**config.mk**
```make
export PLATFORM = sky130hd
export DESIGN_NAME = seq_latch_array
export DESIGN_NICKNAME = d
export VERILOG_FILES = /design/src/rtl/seq_latch_array.sv
export SDC_FILE = /design/constraint.sdc
export NUM_CORES = 1
export LEC_CHECK = 0
export CAP_MARGIN = 20
export CORE_MARGIN = 2
export CORE_UTILIZATION = 55
export DETAILED_ROUTE_END_ITERATION = 8
export PLACE_DENSITY = 0.87
export SYNTH_ARGS = -nofsm -noshare
export SYNTH_HDL_FRONTEND = slang
export SYNTH_SLANG_ARGS = --single-unit
```
**constraint.sdc**
```tcl
create_clock -name clk -period 3.3 [get_ports clk]
set_input_delay 0.33 -clock clk [delete_from_list [all_inputs] [get_ports clk]]
set_output_delay 0.33 -clock clk [all_outputs]
set_load 0.05 [all_outputs]
```
**src/rtl/seq_latch_array.sv**
```systemverilog
// Bank of independent clocked NOR-latch models (SR, D enable-high, D enable-low)
// with a per-channel settle filter, forbidden-state tracking and sticky error flags.
module seq_latch_array #(
  parameter int CHANNELS = 4,
  parameter int SETTLE   = 3
) (
  input  logic                  clk,
  input  logic                  rst,
  input  logic [2*CHANNELS-1:0] mode,
  input  logic [CHANNELS-1:0]   a,
  input  logic [CHANNELS-1:0]   b,
  input  logic                  err_clr,
  output logic [CHANNELS-1:0]   q,
  output logic [CHANNELS-1:0]   p,
  output logic [CHANNELS-1:0]   busy,
  output logic [CHANNELS-1:0]   forbid_err,
  output logic [CHANNELS-1:0]   race_err
);

  localparam int CW = $clog2(SETTLE + 1);
  localparam logic [CW-1:0] CNT_MAX = CW'(SETTLE);

  typedef enum logic [1:0] {REQ_HOLD, REQ_SET, REQ_RESET, REQ_FORBID} req_e;
  typedef enum logic [1:0] {ST_STABLE, ST_PENDING, ST_FORBID} state_e;

  req_e              last_req_q [CHANNELS];
  req_e              last_req_d [CHANNELS];
  req_e              comm_q     [CHANNELS];
  req_e              comm_d     [CHANNELS];
  state_e            state_q    [CHANNELS];
  state_e            state_d    [CHANNELS];
  logic [CW-1:0]     cnt_q      [CHANNELS];
  logic [CW-1:0]     cnt_d      [CHANNELS];
  logic [CHANNELS-1:0] q_mem_q, q_mem_d, q_q, q_d, p_q, p_d;
  logic [CHANNELS-1:0] forbid_q, forbid_d, race_q, race_d;

  function automatic req_e decode(input logic [1:0] m, input logic ai, input logic bi);
    req_e r;
    r = REQ_HOLD;
    case (m)
      2'b00:   r = ({ai, bi} == 2'b10) ? REQ_SET :
                   ({ai, bi} == 2'b01) ? REQ_RESET :
                   ({ai, bi} == 2'b11) ? REQ_FORBID : REQ_HOLD;
      2'b01:   r = bi  ? (ai ? REQ_SET : REQ_RESET) : REQ_HOLD;
      2'b10:   r = !bi ? (ai ? REQ_SET : REQ_RESET) : REQ_HOLD;
      default: r = REQ_HOLD;
    endcase
    return r;
  endfunction

  always_ff @(posedge clk) begin
    if (rst) begin
      for (int c = 0; c < CHANNELS; c++) begin
        last_req_q[c] <= REQ_HOLD;
        comm_q[c]     <= REQ_HOLD;
        state_q[c]    <= ST_STABLE;
        cnt_q[c]      <= CNT_MAX;
      end
      q_mem_q  <= '0;
      q_q      <= '0;
      p_q      <= '1;
      forbid_q <= '0;
      race_q   <= '0;
    end else begin
      last_req_q <= last_req_d;
      comm_q     <= comm_d;
      state_q    <= state_d;
      cnt_q      <= cnt_d;
      q_mem_q    <= q_mem_d;
      q_q        <= q_d;
      p_q        <= p_d;
      forbid_q   <= forbid_d;
      race_q     <= race_d;
    end
  end

  always_comb begin
    last_req_d = last_req_q;
    comm_d     = comm_q;
    state_d    = state_q;
    cnt_d      = cnt_q;
    q_mem_d    = q_mem_q;
    q_d        = q_q;
    p_d        = p_q;
    forbid_d   = forbid_q & ~{CHANNELS{err_clr}};
    race_d     = race_q & ~{CHANNELS{err_clr}};
    for (int c = 0; c < CHANNELS; c++) begin
      req_e req_c;
      req_c = decode(mode[2*c +: 2], a[c], b[c]);
      if (req_c != last_req_q[c]) begin
        last_req_d[c] = req_c;
        cnt_d[c]      = CW'(1);
      end else if (cnt_q[c] != CNT_MAX) begin
        cnt_d[c] = cnt_q[c] + CW'(1);
      end
      // Commit on the SETTLE-th consecutive sample; a saturated count re-commits idempotently.
      if (cnt_d[c] == CNT_MAX) begin
        comm_d[c] = last_req_d[c];
        case (last_req_d[c])
          REQ_SET:    begin q_d[c] = 1'b1; p_d[c] = 1'b0; q_mem_d[c] = 1'b1; end
          REQ_RESET:  begin q_d[c] = 1'b0; p_d[c] = 1'b1; q_mem_d[c] = 1'b0; end
          REQ_FORBID: begin q_d[c] = 1'b0; p_d[c] = 1'b0; forbid_d[c] = 1'b1; end
          default: begin
            if (comm_q[c] == REQ_FORBID) begin
              q_d[c] = q_mem_q[c];
              p_d[c] = ~q_mem_q[c];
            end
          end
        endcase
        if (comm_q[c] == REQ_FORBID && last_req_d[c] != REQ_FORBID)
          race_d[c] = 1'b1;
      end
      if (cnt_d[c] < CNT_MAX && last_req_d[c] != comm_d[c])
        state_d[c] = ST_PENDING;
      else if (comm_d[c] == REQ_FORBID)
        state_d[c] = ST_FORBID;
      else
        state_d[c] = ST_STABLE;
    end
  end

  always_comb begin
    busy = '0;
    for (int c = 0; c < CHANNELS; c++)
      busy[c] = (state_q[c] == ST_PENDING);
  end

  assign q          = q_q;
  assign p          = p_q;
  assign forbid_err = forbid_q;
  assign race_err   = race_q;

endmodule
```
==> results.md <==
* Resized Gates After CTS at 0
* Share of layout cells above drive strength 1 at 10.2%
* Tcrit/Tclk final at 79.8%
* # DRC at 0
* Fillers at 427
* Synth Cell Area at 2890 um2
* Post-DR wirelength/cell at 13.6 um
* Die Height at 76.5 um
* Worst Setup SP: b[3]
* Switching Fraction at 30.6%
* Worst Clk Skew at 3.99 ps
* CTS tree: built
* Post-synthesis simple-gate area fraction at 20.7%
* Setup Viol. Count Final at 0
* Largest family of logic cells by synthesized area: compound AO/OA/AOI/OAI gates
* CP max-delay cell: or4b_2
* PwrDens at between 400 and 500 nW/um2
* Unrepaired setup endpoints after global routing: false
* Hold crit path type: register to register
* Worst Path Required at 3470 ps
* Worst-case clock buffer depth at 2
* Largest net degree at the start of global routing at 22
* DP Area at 3340 um2
* GRT overflow at 0
* Primary FF master, synth: dfxtp_1
* Final Cell Area at 3430 um2
* Synth warn at 0
* Logic pwr share at a little over a quarter
* Clk pin slew, worst setup/hold paths at 90 ps
* Asr flop ratio synth at 0%
* Slew Viols, Final at 0
* Global Route Usage Sum at 20.6%
* Starting Density at 56.9%
* Power share of the clock group at between 20% and 30%
* Syn nets at 358
* Worst hold start: cnt_q[4]$_SDFF_PP1_
* PortBufs at 38
* Util after Layout at between 60% and 70%
* R2r startpoint: last_req_q[6]$_SDFF_PP0_
* Max incr delay on CP at 700 ps
* Crit path cell chain: clkdlybuf4s50_1, nor2b_1, o21bai_1, a21boi_0, buf_4, ha_1, or4b_2, a31oi_1, a311oi_1
* Flops & latches, synth at 52
* Compound-Gate Fraction of Synth Area at 28.1%
* Routed Antenna Nets at 0
* Pleak at 1.40 nW
* Synth Area in XOR/XNOR at 0%
* Htree depth at 2
* Top Ports at 39
* Synth unique cells at between 50 and 60
* Mapped Cells at 323
* Status: completed
* Seq pwr share at 48.3%
* Vias/cell at 5.87
* Die Wd at between 70 and 80 um
* Post-route setup TNS at 0 ps
* Post-synth EDFFs at 0
* Synthesis-to-finish area growth at 18.8%
* MaxCap Viol Count at 0
* Endpoints failing hold at 0
* FP Rows at 26
* Crit path arrival time at 2800 ps
* Initial DRT Pass Iterations at 4
* Syn Area/Cell at 8.94 um2
* CP Launch Type: input port
* ANT cells at 0
* Die area at around 5800 um2
* Core Area at 5070 um2
* Kind of critical path: input port to register
* Root Buffer: clkbuf_8
* Multiplexer share of the synthesized area at between 2 and 3%
* Via count at 2534
* Clock Latency Late Sink at 290 ps
* Min cycle time layout at between 2000 and 3000 ps
* Setup crit end kind: register
* Int Power at between 1 and 1.5 mW
* CTS Sinks at 52
* Initial antenna violation count at 0
* 1st-iter DRT viols at 121
* Sequential fraction of the synthesis area at 36.0%
* Setup bufs post-CTS at 0
* CP top delay family: simple AND/OR/NAND/NOR gates
* F_max at 380 MHz
* Tot Pwr at around 1.5 mW
* Maximum vdd drop at 0.236 mV
* Vias in the first global route at 2322
* RD Place Congestion at 0.878
* First-pass GRT wire length at ~10 mm
* Final wirelength at ~6 mm
* Adder-cell share of the synthesized area at 6.93%
* Final #Nets at 397
* Switching power at 0.447 mW
* CTS Hold Buffers Added at 0
* TritonCTS buffer count at 5
* Detailed Place HPWL at 4.23 mm
* Worst slew pin tran at 660 ps
* CP max FO at 7
* CP Buf/Inv Count at 2
* Rel. slew slack at 55.8%
==> power by group through the flow <==
stage	logic (mW)	registers, mW	clock network [mW]
2_1_floorplan	0.244	0.744	0
3_3_place_gp	0.369	0.719	0
3_5_place_dp	0.378	0.721	0
4_1_cts	0.379	0.706	0.390
5_1_grt	0.419	0.713	0.408
6_report	0.381	0.707	0.376
==> cell families after synthesis <==
family	Yosys count
AOI/OAI and AO/OA	106
and+or+nand+nor	109
buffers and inverters	32
muxes	8
adders and majority gates	16
DFF	52
==> worst paths after layout <==
path	slack [ps]	endpoint	depth (start not counted)
max	670	q[3]$_SDFFE_PP0P_	9
min	400	cnt_q[4]$_SDFF_PP1_	1
max reg2reg	1400	comm_q[6]$_SDFF_PP0_	5
min reg2reg	400	cnt_q[4]$_SDFF_PP1_	1
==> stage by stage <==
step,setup slack [ps],instances,hold slack (ps)
6_report,666,432,395
5_1_grt,491,432,412
4_1_cts,710,432,399
3_5_place_dp,381,425,380
3_3_place_gp,467,425,370
2_1_floorplan,807,323,364
==> cells in the mapped netlist (all sizes together) (4+ instances only) <==
cell | instances | area, um2
and2 | 4 | 26.3
buf | 8 | 63.8
nor2 | 33 | 124
dfxtp | 52 | 1040
nand2 | 16 | 82.6
nand3 | 9 | 45.0
and3 | 9 | 57.6
mux2i | 6 | 60.1
a32o | 5 | 50.1
o211ai | 11 | 82.6
a31oi | 10 | 62.6
a21oi | 13 | 65.1
o21ai | 21 | 105
ha | 16 | 200
nor2b | 10 | 62.6
nor3b | 6 | 45.0
clkbuf | 8 | 31.3
a311oi | 8 | 70.1
a21boi | 5 | 37.5
inv | 16 | 60.1
or3 | 5 | 32.5
or2 | 4 | 25.0
a2111oi | 4 | 53.8
==> registers in the layout (all words and copies together) (netlist names) <==
signal	flops
comm_q	8
race_err	4
state_q	8
q_mem_q	4
forbid_err	4
p	4
q	4
cnt_q	8
last_req_q	8
==> per-layer routing <==
metal,routed length (um),part of all wire [%],track usage [%],vias to the layer above
li1,-,-,-,1280
met1,2810,48,27.1,1191
met2,2790,47,34.5,58
met3,238,4.0,2.84,5
met4,55,0.93,7.45,0
met5,0,0,0,-
==> layout by cell type (no fill, tap or decap), types with 4 or more instances in the layout <==
cell             netlist  layout
a311oi_1               8       8
nand2_1               13      13
dfxtp_1               52      52
o211ai_1              11      11
a31oi_1               10      10
nor3b_1                6       6
inv_1                 16      16
clkdlybuf4s50_1        0      38
a21oi_1               13      13
nand3_1                9       9
and3_1                 8       8
buf_4                  2      10
mux2i_1                6       6
nor2_1                33      33
clkbuf_8               0       7
a21boi_0               5       5
a32o_1                 5       5
or3_1                  4       4
o21ai_0               20      20
nor2b_1               10      10
ha_1                  16      16
==> worst register-to-register path: stages (launching register included) <==
cell,delay (ps)
dfxtp_1,420
and4b_1,230
a31oi_1,40
o21ai_1,340
and3_1,400
mux2_2,370
==> cell type report <==
class | count | area, um2 | share of cell area [%]
inverters | 16 | 60.1 | 1.75
well taps | 70 | 87.6 | 2.55
flip-flops and latches | 52 | 1040 | 30.3
multi-input cells | 239 | 1690 | 49.3
clock buffers | 7 | 96.3 | 2.81
repair buffers | 48 | 455 | 13.3
Power figures use the tool's default switching activity.
